===== src/rtl/enigma_pkg.sv =====
// Shared types and constants for the Enigma UART scheduler.
// ENIGMA_LOWERCASE_EN folds 'a'..'z' onto their capitals.
package enigma_pkg;

    localparam logic [7:0] ASCII_A  = 8'd65;
    localparam logic [7:0] ALPHABET = 8'd26;
    localparam logic [7:0] CFG_MARK = 8'h23;

    typedef enum logic [2:0] {
        ST_IDLE,
        ST_ISSUE,
        ST_WAIT_CORE,
        ST_WAIT_TX,
        ST_SEND,
        ST_HOLD,
        ST_CFG
    } state_t;

    typedef enum logic {
        PS_IDLE,
        PS_CFG
    } pstate_t;

    typedef struct packed {
        logic        is_cfg;
        logic [14:0] payload;
    } fifo_entry_t;

    function automatic logic [7:0] fold_case(input logic [7:0] b);
`ifdef ENIGMA_LOWERCASE_EN
        return (b >= 8'h61 && b <= 8'h7A) ? b - 8'h20 : b;
`else
        return b;
`endif
    endfunction

endpackage


===== src/rtl/fifo_sincron.sv =====
// Generic synchronous show-ahead FIFO with occupancy count.
// A push into a full FIFO is accepted only alongside a pop.
module fifo_sincron #(
    parameter int WIDTH = 16,
    parameter int DEPTH = 8
) (
    input  logic                     clk,
    input  logic                     rst_n,
    input  logic                     i_push,
    input  logic [WIDTH-1:0]         i_data,
    input  logic                     i_pop,
    output logic [WIDTH-1:0]         o_data,
    output logic [$clog2(DEPTH):0]   o_count,
    output logic                     o_full,
    output logic                     o_empty
);

    localparam int AW = $clog2(DEPTH);

    logic [WIDTH-1:0] r_mem [DEPTH];
    logic [AW-1:0]    r_wr_ptr;
    logic [AW-1:0]    r_rd_ptr;
    logic [AW:0]      r_count;
    logic             w_wr;
    logic             w_rd;

    assign o_full  = (r_count == (AW+1)'(DEPTH));
    assign o_empty = (r_count == '0);
    assign o_count = r_count;
    assign o_data  = r_mem[r_rd_ptr];
    assign w_wr    = i_push && (!o_full || i_pop);
    assign w_rd    = i_pop && !o_empty;

    always_ff @(posedge clk) begin
        if (w_wr) begin
            r_mem[r_wr_ptr] <= i_data;
        end
    end

    always_ff @(posedge clk or negedge rst_n) begin
        if (!rst_n) begin
            r_wr_ptr <= '0;
            r_rd_ptr <= '0;
            r_count  <= '0;
        end else begin
            if (w_wr) r_wr_ptr <= r_wr_ptr + 1'b1;
            if (w_rd) r_rd_ptr <= r_rd_ptr + 1'b1;
            if (w_wr && !w_rd) r_count <= r_count + 1'b1;
            else if (w_rd && !w_wr) r_count <= r_count - 1'b1;
        end
    end

endmodule


===== src/rtl/planificator_enigma.sv =====
// UART-to-Enigma scheduler: parses letters/'#LMR' configs into one FIFO.
// ENIGMA_LOWERCASE_EN accepts lowercase input as capitals.
module planificator_enigma
    import enigma_pkg::*;
#(
    parameter int FIFO_DEPTH  = 8,
    parameter int TIMEOUT_CYC = 16
) (
    input  logic        clk,
    input  logic        rst_n,
    input  logic [7:0]  rx_byte,
    input  logic        rx_done,
    output logic        core_valid_in,
    output logic [4:0]  core_char_in,
    input  logic [4:0]  core_char_out,
    input  logic        core_valid_out,
    output logic        core_cfg_we,
    output logic [14:0] core_cfg_pos,
    output logic        tx_start,
    output logic [7:0]  tx_byte,
    input  logic        tx_busy,
    output logic [4:0]  fifo_count,
    output logic        err_flag
);

    localparam int CW = $clog2(FIFO_DEPTH) + 1;
    localparam int TW = $clog2(TIMEOUT_CYC + 1);

    logic [7:0]  w_ch;
    logic [7:0]  w_diff;
    logic        w_cap;
    logic [4:0]  w_idx;

    pstate_t     r_ps;
    logic [1:0]  r_cnt;
    logic [4:0]  r_l;
    logic [4:0]  r_m;
    logic        r_push;
    fifo_entry_t r_push_d;

    fifo_entry_t w_head;
    logic [15:0] w_fifo_q;
    logic [CW-1:0] w_count;
    logic        w_full;
    logic        w_empty;
    logic        w_pop;
    logic        w_ovf;

    state_t      r_st;
    logic [TW-1:0] r_tmo;
    logic [4:0]  r_res;
    logic        r_valid_in;
    logic [4:0]  r_char_in;
    logic        r_cfg_we;
    logic [14:0] r_cfg_pos;
    logic        r_tx_start;
    logic [7:0]  r_tx_byte;
    logic        r_err;

    // Below 'A' wraps high, so one compare classifies capitals.
    assign w_ch   = fold_case(rx_byte);
    assign w_diff = w_ch - ASCII_A;
    assign w_cap  = (w_diff < ALPHABET);
    assign w_idx  = w_diff[4:0];

    always_ff @(posedge clk or negedge rst_n) begin
        if (!rst_n) begin
            r_ps     <= PS_IDLE;
            r_cnt    <= '0;
            r_l      <= '0;
            r_m      <= '0;
            r_push   <= 1'b0;
            r_push_d <= '0;
        end else begin
            r_push <= 1'b0;
            if (rx_done) begin
                if (w_ch == CFG_MARK) begin
                    r_ps  <= PS_CFG;
                    r_cnt <= '0;
                end else if (r_ps == PS_CFG) begin
                    if (!w_cap) begin
                        r_ps <= PS_IDLE;
                    end else begin
                        unique case (r_cnt)
                            2'd0: begin
                                r_l   <= w_idx;
                                r_cnt <= 2'd1;
                            end
                            2'd1: begin
                                r_m   <= w_idx;
                                r_cnt <= 2'd2;
                            end
                            default: begin
                                r_push   <= 1'b1;
                                r_push_d <= '{is_cfg: 1'b1,
                                              payload: {r_l, r_m, w_idx}};
                                r_ps     <= PS_IDLE;
                            end
                        endcase
                    end
                end else if (w_cap) begin
                    r_push   <= 1'b1;
                    r_push_d <= '{is_cfg: 1'b0,
                                  payload: {10'd0, w_idx}};
                end
            end
        end
    end

    fifo_sincron #(
        .WIDTH (16),
        .DEPTH (FIFO_DEPTH)
    ) u_fifo (
        .clk     (clk),
        .rst_n   (rst_n),
        .i_push  (r_push),
        .i_data  (r_push_d),
        .i_pop   (w_pop),
        .o_data  (w_fifo_q),
        .o_count (w_count),
        .o_full  (w_full),
        .o_empty (w_empty)
    );

    assign w_head = w_fifo_q;
    assign w_pop  = (r_st == ST_IDLE) && !w_empty &&
                    (w_head.is_cfg || !tx_busy);
    assign w_ovf  = r_push && w_full && !w_pop;

    always_ff @(posedge clk or negedge rst_n) begin
        if (!rst_n) begin
            r_st       <= ST_IDLE;
            r_tmo      <= '0;
            r_res      <= '0;
            r_valid_in <= 1'b0;
            r_char_in  <= '0;
            r_cfg_we   <= 1'b0;
            r_cfg_pos  <= '0;
            r_tx_start <= 1'b0;
            r_tx_byte  <= '0;
            r_err      <= 1'b0;
        end else begin
            r_valid_in <= 1'b0;
            r_cfg_we   <= 1'b0;
            r_tx_start <= 1'b0;
            if (w_ovf) r_err <= 1'b1;
            unique case (r_st)
                ST_IDLE: begin
                    if (w_pop && w_head.is_cfg) begin
                        r_st      <= ST_CFG;
                        r_cfg_we  <= 1'b1;
                        r_cfg_pos <= w_head.payload;
                    end else if (w_pop) begin
                        r_st       <= ST_ISSUE;
                        r_valid_in <= 1'b1;
                        r_char_in  <= w_head.payload[4:0];
                    end
                end
                ST_ISSUE: begin
                    r_st  <= ST_WAIT_CORE;
                    r_tmo <= '0;
                end
                ST_WAIT_CORE: begin
                    if (core_valid_out) begin
                        r_res <= core_char_out;
                        r_st  <= ST_WAIT_TX;
                    end else if (r_tmo == TW'(TIMEOUT_CYC - 1)) begin
                        r_err <= 1'b1;
                        r_tmo <= '0;
                        r_st  <= ST_IDLE;
                    end else begin
                        r_tmo <= r_tmo + 1'b1;
                    end
                end
                ST_WAIT_TX: begin
                    if (!tx_busy) begin
                        r_st       <= ST_SEND;
                        r_tx_start <= 1'b1;
                        r_tx_byte  <= {3'b000, r_res} + ASCII_A;
                    end
                end
                ST_SEND: r_st <= ST_HOLD;
                ST_HOLD: r_st <= ST_IDLE;
                ST_CFG:  r_st <= ST_IDLE;
                default: r_st <= ST_IDLE;
            endcase
        end
    end

    assign core_valid_in = r_valid_in;
    assign core_char_in  = r_char_in;
    assign core_cfg_we   = r_cfg_we;
    assign core_cfg_pos  = r_cfg_pos;
    assign tx_start      = r_tx_start;
    assign tx_byte       = r_tx_byte;
    assign err_flag      = r_err;
    assign fifo_count    = 5'(w_count);

endmodule


===== config.mk =====
export PLATFORM = sky130hd
export DESIGN_NAME = planificator_enigma
export DESIGN_NICKNAME = d
export VERILOG_FILES = /design/src/rtl/enigma_pkg.sv /design/src/rtl/fifo_sincron.sv /design/src/rtl/planificator_enigma.sv
export SDC_FILE = /design/constraint.sdc
export NUM_CORES = 1
export LEC_CHECK = 0
export CAP_MARGIN = 15
export CORE_UTILIZATION = 50
export CTS_CLUSTER_DIAMETER = 50
export DETAILED_ROUTE_END_ITERATION = 7
export HOLD_SLACK_MARGIN = 0.15
export PLACE_DENSITY = 0.69
export SYNTH_ARGS = -nofsm -noshare
export SYNTH_HDL_FRONTEND = slang
export SYNTH_SLANG_ARGS = --single-unit

===== constraint.sdc =====
create_clock -name clk -period 4 [get_ports clk]
set_input_delay 1 -clock clk [delete_from_list [all_inputs] [get_ports clk]]
set_output_delay 1 -clock clk [all_outputs]
set_load 0.01 [all_outputs]

# After elaboration in Yosys (flattened, before gate mapping)
# Memory sizes are Yosys's and may differ from the RTL's.
# Cells that the tools add are included.
# word_totals
memories	1
ramBits	128
regBits	85
inputBits	18
out_inout_bits	37
# op_classes
n_bitwise	3
n_eq_ne	13
add_sub_neg	7
n_mux	42
magnitude_cmp	1
n_reduce_logical	36
# memory_table
name	words	word_bits	read_ports	rd_clocked_by_memory_dff	write_ports	line_no	rtl
u_fifo.r_mem	8	16	1	0	1	fifo_sincron.sv:20	logic [WIDTH-1:0] r_mem [DEPTH];
# op_table
cell	count
$mux W16	4
$mux W1	23
$mux W3	5
$pmux W3 S5	1
$mux W5	2
$pmux W5 S2	1
$reduce_and A5 Y1	2
$logic_and A1 B1 Y1	9
$add A5 B7 Y8 const B	1
$eq A8 B6 Y1 const B	1
$lt A8 B5 Y1 const B	1
$mux W4	2
$reduce_and A2 Y1	4
$reduce_and A4 Y1	2
$reduce_bool A2 Y1	4
$sub A8 B7 Y8 const B	1
$add A3 B1 Y3 const B	2
$eq A3 B2 Y1 const B	2
$logic_not A1 Y1	6
$mux W2	3
$ne A2 B2 Y1 const B	3
$reduce_and A3 Y1	2
$add A5 B1 Y5 const B	1
$eq A5 B4 Y1 const B	1
16 further kinds	19

# Longest topological paths before layout
# Gate-level depths: netlist (run 1).
# logic_depth
depth_word	10
mapped_depth	16
depth_no_buf	14

# Modules after synthesis
# Synthesis (run 1) repeated with hierarchy kept, for this count alone.
# hier_totals
cells_unflattened	569
area_unflattened_um2	8757.1
# by_module_without_submodules
mod	cells_per_inst	seq_area_each_um2	instances	area_per_inst_um2
fifo_sincron	249	4093.9	1	5456.5
planificator_enigma	320	1851.8	1	3300.7

# Worst setup path after synthesis (run 1)
# OpenSTA, ideal clock, no wires.
# synth_path
path_type	input to register
start	in tx_busy
end	mem u_fifo.r_mem[4][0] (enable)
cell_stages	4
setup_ns	0.436
arrival_time_ns	3.296
path_slack_ns	0.267
t_required_ns	3.564
path_buffers	1
path_cell_list	a21oi_2 o21ai_2 buf_6 nor4b_1
# synth_between
elab_chain_len	7
# synth_lines
element	line_no	rtl
start: declaration	planificator_enigma.sv:21	input logic tx_busy,
$logic_not A1 Y1	n/a	
$logic_or A1 B1 Y1	planificator_enigma.sv:127	(w_head.is_cfg || !tx_busy);
$logic_and A1 B1 Y1	planificator_enigma.sv:126	assign w_pop = (r_st == ST_IDLE) && !w_empty &&
$logic_or A1 B1 Y1	fifo_sincron.sv:31	assign w_wr = i_push && (!o_full || i_pop);
$logic_and A1 B1 Y1	fifo_sincron.sv:31	
$mux W1	fifo_sincron.sv:35	if (w_wr) begin
$mux W1 (not written as such)	fifo_sincron.sv:36	r_mem[r_wr_ptr] <= i_data;
end: declaration	fifo_sincron.sv:20	
# No other way between the ends.

# Worst setup path after layout (run 1)
# layout_path
start	reg u_fifo.r_count[0], in the netlist u_fifo.o_count[0]
end	reg u_fifo.r_count[3], in the netlist u_fifo.o_count[3]
# layout_between
elab_chain_len	9
word_cells_on_any_way	18
# layout_lines
element	line_no	rtl
start: declaration	fifo_sincron.sv:23	logic [AW:0] r_count;
start signal: assignment	fifo_sincron.sv:48	if (w_wr && !w_rd) r_count <= r_count + 1'b1;
start signal: assignment	fifo_sincron.sv:49	else if (w_rd && !w_wr) r_count <= r_count - 1'b1;
$logic_not A4 Y1	fifo_sincron.sv:28	assign o_empty = (r_count == '0);
$logic_not A1 Y1	planificator_enigma.sv:126	
$logic_and A1 B1 Y1 (2 in a row)	planificator_enigma.sv:126	
$logic_or A1 B1 Y1 (*)	fifo_sincron.sv:31	
$logic_and A1 B1 Y1 (*)	fifo_sincron.sv:31	
net u_fifo.w_wr	fifo_sincron.sv:24	logic w_wr;
$logic_not A1 Y1	fifo_sincron.sv:49	
$logic_and A1 B1 Y1	fifo_sincron.sv:49	
$reduce_bool A2 Y1 (no line)	n/a	
# Mark *: on every way through the listed nets, which the timed path passes. The rest lies on a longest branch. The select of a mux whose other input is x is not followed.
# A chain may end at the register's enable or synchronous reset.

==> out/metrics.cfg, run 1 <==
[worst_setup_path]
startpoint_type=register
crit_family=compound AO/OA/AOI/OAI gates
required_ps=4380
worstSetupPathType=reg -> reg
worstPathCellList=o41ai_1 > a21oi_2 > o21ai_2 > inv_1 > ha_1 > inv_1 > ha_1 > a21o_1 > a21oi_1 > xnor2_1 > nor2_1 > xor2_1
crit_buf_inv=2
cp-end-kind=register
critical_path_cell_count=12
cpMaxStageDelayCell=o41ai_1
critPathArrivalTime_ps=3590
ff2ff_path_depth=12
cpPeakStageDelay_ps=630
worstPathMaxFanout=11

[timing]
relSlewSlack_pct=56.90
clock-skew-final_ps=11.76
setup_tns_ps=0
worst_slew_pin_slew_ps=646.6
period_needed_ps=3215
rsz0062_at_grt=no
finalCritPeriodShare_pct=80.39
fmax_mhz=311.0
slew_viol_final=0
hold_viol=0
finalSetupViolations=0

[yosys]
yosysMostFrequentCell=edfxtp_1
synth_warnings=0
synth_edf_count=128
synth_area_sq_um=8676
synth.area.top_cells=edfxtp_1, dfrtp_1, mux4_2, mux2_2, mux2i_1
ys_types=58
yosys.area.top_type=edfxtp_1
yosys.area.top_type_share_pct=44.30
seq_area_frac_synth_pct=68.53
synth-seq-cells=212
postSynthCellCount=535
synthArstFlopShare_pct=39.62
syn_avg_cell_area_sq_um=16.22
synthTopCellsByCount=edfxtp_1, dfrtp_1, nand2_1, mux2_2, mux4_2
yosys_most_used_dff=edfxtp_1

[detailed_routing]
avgRoutedWirePerCell_microns=19.20
dr.pass1.iters=4
drt_iter0_markers=245
drt_wl_total_microns=16030
ant_nets=0
route.detailed.drc=0
vias=4690
drt-vias-per-instance=5.617

[power]
leakage_nw=3.845
vdd_drop_max_v=0.0003562
p_per_area_nw_per_um2=669.0
p_total_mw=6.784

[clock_network]
h-tree-depth=1
clock_sinks=212
cts_resized=0
hold_buffers=0
clkTransAtPathRegs_ps=60
cts_buffers=22
clk_latency_ps=500
cts-root-buf=clkbuf_16
post_cts_buffers=0
cts_tree=done
cts_buffer_depth=3

[hold_path]
whs_path_depth=2
hp-class=reg -> reg

[placed_design]
dp_hpwl_microns=9767
dpl.cell_count=794
portBuffers=52
place.gp.congestion=0.7350

[final_layout]
antenna_cells=0
drive_above_1_share_pct=19.67
fillerInstances=1237
instances_no_fill=835
final_nets=627
area.growth.synth_to_final_pct=16.87

[floorplan]
start_util_pct=51.77
core_area_sq_um=16760
ios=55
rows=47
dieArea_sq_um=17880
die_h_microns=133.7
die_x_microns=133.7

[global_routing]
grt_first_pass_wirelength_microns=26010
track_usage_pct=19.12
grt_overflow_total=0
grt_max_degree=85
grt_pass1_vias=4784
antenna_found_initial=0

[job]
drv_cap=0

[status]
status=finished clean

sequential cells by signal, indices dropped and copies added (netlist names):
register and flops:
r_m 5, u_fifo.r_rd_ptr 3, r_cnt 2, r_push_d 16, r_l 5, r_res 5, u_fifo.o_count 4, u_fifo.r_mem 128
core_char_in 5, core_valid_in 1, err_flag 1, tx_byte 7, r_push 1, tx_start 1, core_cfg_we 1, r_tmo 5
r_ps 1, core_cfg_pos 15, u_fifo.r_wr_ptr 3, r_st 3
layout make-up:
| type | instances | area, sq um | share of cell area (%) |
|---|---|---|---|
| Multi-Input combinational cell | 273 | 2509 | 24.74 |
| Inverter | 24 | 90.09 | 0.8885 |
| Tap cell | 220 | 275.3 | 2.715 |
| Clock buffer | 28 | 594.3 | 5.861 |
| Sequential cell | 212 | 5947 | 58.65 |
| Timing Repair Buffer | 66 | 635.6 | 6.269 |
| Clock inverter | 12 | 88.84 | 0.8761 |
stage by stage:
stage | area [sq um] | utilization (%) | hold WS (ps) | setup slack [ps]
finish | 10140 | 60.50 | 474.3 | 784.5
global route | 10140 | 60.50 | 502.5 | 580.9
CTS | 10120 | 60.38 | 482.6 | 786.8
detailed placement | 9437 | 56.30 | 468.7 | 335.8
global placement | 9437 | 56.30 | 452.1 | 435.9
floorplan | 8680 | - | 447.9 | 267.1
cells in the final DEF, fill, tap and decap left out, types with 9 or more instances in the layout:
master / netlist / layout
nor2_1: 17 / 17
o21ai_0: 22 / 22
dfrtp_1: 84 / 83
nand2_1: 41 / 41
mux4_2: 30 / 30
inv_1: 24 / 24
edfxtp_1: 128 / 128
clkdlybuf4s50_1: 0 / 51
clkbuf_16: 0 / 23
buf_4: 5 / 14
mux2_2: 30 / 30
mux2i_1: 27 / 27
ha_1: 9 / 9
worst register-to-register path, stage by stage, from the launching register on:
cell	delay [ps]
dfrtp_1	480
o41ai_1	640
a21oi_2	80
o21ai_2	520
inv_1	90
ha_1	220
inv_1	120
ha_1	240
a21o_1	180
a21oi_1	180
xnor2_1	130
nor2_1	70
xor2_1	150
report_power, final:
part	switching [mW]	internal, mW
clock network	0.804	1.12
logic	0.821	1.01
registers	0.356	2.67
total	1.98	4.80
metal layers:
layer  up-vias  part of all wire [%]  track usage [%]
met4         0                   2.0            6.376
met1      2418                    43            25.27
met3        28                   4.3            3.272
met5         -                     0                0
met2       118                    51            32.18
li1       2126                     -                -
cell families after synthesis:
kind of cell / count (synthesis) / synth area share, %
DFF: 212 / 68.53
and+or+nand+nor: 106 / 6.403
muxes: 93 / 15.58
buffers and inverters: 51 / 2.870
AOI/OAI and AO/OA: 49 / 3.735
xor gates and xnor gates: 13 / 1.312
adders and majority gates: 10 / 1.529
other: 1 / 0.04322
final timing paths:
check | slack [ps] | start | to
max in group asynchronous | 2860 | rst_n | u_fifo.r_rd_ptr[0]
min in group asynchronous | 520 | rst_n | core_cfg_pos[10]
setup reg to reg | 780 | u_fifo.o_count[0] | u_fifo.o_count[3]
setup / recovery | 780 | u_fifo.o_count[0] | u_fifo.o_count[3]
hold / removal | 470 | core_cfg_pos[6] | core_cfg_pos[6]
hold reg to reg | 470 | core_cfg_pos[6] | core_cfg_pos[6]
Note: power is estimated with default switching activity, not from simulation.
==> inputs of run 2 (changes only) <==
Clock period 4 ns to 3.03 ns, I/O delays scaled along.
==> out/metrics.cfg, run 2 (synthesized netlist as in run 1, its figures left out) <==
[status]
status=finished clean

[worst_setup_path]
required_ps=3410  ; -970 ps
worstPathCellList=mux2i_1 > nand3b_1 > nand4_1 > a21oi_2 > o21ai_2 > inv_1 > ha_1 > inv_1 > ha_1 > a21o_1 > a21oi_1 > xnor2_1 > nor2_1 > xor2_1
cpPeakStageDelay_ps=500  ; -130 ps
worstPathMaxFanout=6  ; -5
critPathArrivalTime_ps=3030  ; -560 ps
startpoint_type=register
cp-end-kind=register
worstSetupPathType=reg -> reg
cpMaxStageDelayCell=dfrtp_1

[hold_path]
hp-class=reg -> reg

[clock_network]
clkTransAtPathRegs_ps=60  ; about the same
h-tree-depth=1  ; unchanged
post_cts_buffers=0  ; unchanged
cts_resized=0  ; unchanged
clk_latency_ps=490  ; about the same
hold_buffers=1  ; +1
cts_buffer_depth=3  ; unchanged
cts_buffers=22  ; unchanged
clock_sinks=212  ; unchanged
cts_tree=done
cts-root-buf=clkbuf_16

[detailed_routing]
drt_iter0_markers=282  ; +15%
wl_met1_microns=7090  ; +2.8%
avgRoutedWirePerCell_microns=18.77  ; -2.2%
wl_met3_microns=640  ; -7.0%
route.detailed.drc=0  ; unchanged
dr.pass1.iters=4  ; unchanged
vias=4652  ; -0.81%
ant_nets=0  ; unchanged
dr_wl_met2_microns=7994  ; -1.5%
drt_wl_total_microns=15970  ; -0.34%
drt-vias-per-instance=5.467  ; -2.7%
top_layer=met4

[global_routing]
antenna_found_initial=0  ; unchanged
grt_pass1_vias=4875  ; +1.9%
grt_overflow_total=0  ; unchanged
grt_first_pass_wirelength_microns=26120  ; +0.42%
track_usage_pct=19.02  ; -0.096 points
grt_max_degree=36  ; -58%

[floorplan]
ios=55  ; unchanged
dieArea_sq_um=17880  ; unchanged
die_h_microns=133.7  ; unchanged
die_x_microns=133.7  ; unchanged
start_util_pct=51.77  ; unchanged
rows=47  ; unchanged
core_area_sq_um=16760  ; unchanged

[timing]
period_needed_ps=2654  ; -561.4 ps
fmax_mhz=376.8  ; +21%
finalCritPeriodShare_pct=87.59  ; +7.2 points
rsz0062_at_grt=no
clock-skew-final_ps=8.423  ; -3.337 ps
slew_viol_final=0  ; unchanged
finalSetupViolations=0  ; unchanged
worst_slew_pin_slew_ps=589.2  ; -57.40 ps
hold_ws_ps=468.7  ; -5.681 ps
setup_slack_ps=375.9  ; -408.6 ps
hold_viol=0  ; unchanged
relSlewSlack_pct=60.72  ; +3.8 points

[final_layout]
area.growth.synth_to_final_pct=19.30
finalCoreUtilization_pct=61.75  ; +1.3 points
largest_reg_flops=128  ; unchanged
layout_commonest_cell=edfxtp_1
antenna_cells=0  ; unchanged
largest-register=u_fifo.r_mem
instances_no_fill=851  ; +1.9%
design_area_sq_um=10350  ; +2.1%
final_nets=643  ; +2.6%
drive_above_1_share_pct=21.39  ; +1.7 points
final_cell_mix=edfxtp_1, dfrtp_1, clkdlybuf4s50_1

[placed_design]
portBuffers=52  ; unchanged
dp_hpwl_microns=10460  ; +7.1%
place.gp.congestion=0.7906  ; +7.6%
pre_cts_ws_ps=-93.03  ; -428.9 ps
dpl.cell_count=810  ; +2.0%
dpl_cell_area_sq_um=9644  ; +2.2%

[power]
vdd_drop_max_v=0.0004370  ; +23%
p_per_area_nw_per_um2=870.7  ; +30%
leakage_nw=3.937  ; +2.4%

[job]
drv_cap=0  ; unchanged

-- run 2: path summary, 6_finish.rpt --
check,end,cells after the start,slack [ps],startpoint
max,u_fifo.o_count[3],14,380,u_fifo.r_rd_ptr[1]
min,tx_byte[6],1,470,tx_byte[6]
max reg2reg,u_fifo.o_count[3],14,380,u_fifo.r_rd_ptr[1]
min reg2reg,tx_byte[6],1,470,tx_byte[6]
max in group asynchronous,core_cfg_pos[0],3,1630,rst_n
min in group asynchronous,core_cfg_pos[10],2,690,rst_n
-- run 2: through the flow --
stage	setup TNS (ps)	power, mW
after CTS	0	9.121
after global routing	0	9.505
after detailed placement	-1250	6.529
final	0	9.012
after floorplan	-25490	5.578
after global placement	0	6.434
-- run 2: worst max-delay path, delay by kind of cell (launching register included) --
family,cells,cell delay [ps]
buffers and inverters,2,170
adders and majority gates,2,430
AOI/OAI and AO/OA,4,580
xor gates and xnor gates,2,270
and+or+nand+nor,3,330
DFF,1,500
muxes,1,250
-- run 2: power by group --
part           switching, mW  total [mW]  internal, mW
sequential             0.421        3.95          3.53
clock                   1.04        2.58          1.53
combinational           1.12        2.48          1.36
-- run 2: area by class of cell --
class                   instances  area [sq um]
clock buffers                  33         633.1
multi-input cells             273          2509
clock inverters                 7         62.56
fillers                      1201          6410
flip-flops and latches        212          5947
well taps                     220         275.3
repair buffers                 82         833.3
inverters                      24         90.09
-- run 2: metal layers --
metal,vias up,GRT usage [%]
met5,-,0
met4,0,5.366
met3,21,2.588
met2,95,32.12
met1,2379,25.91
li1,2157,-
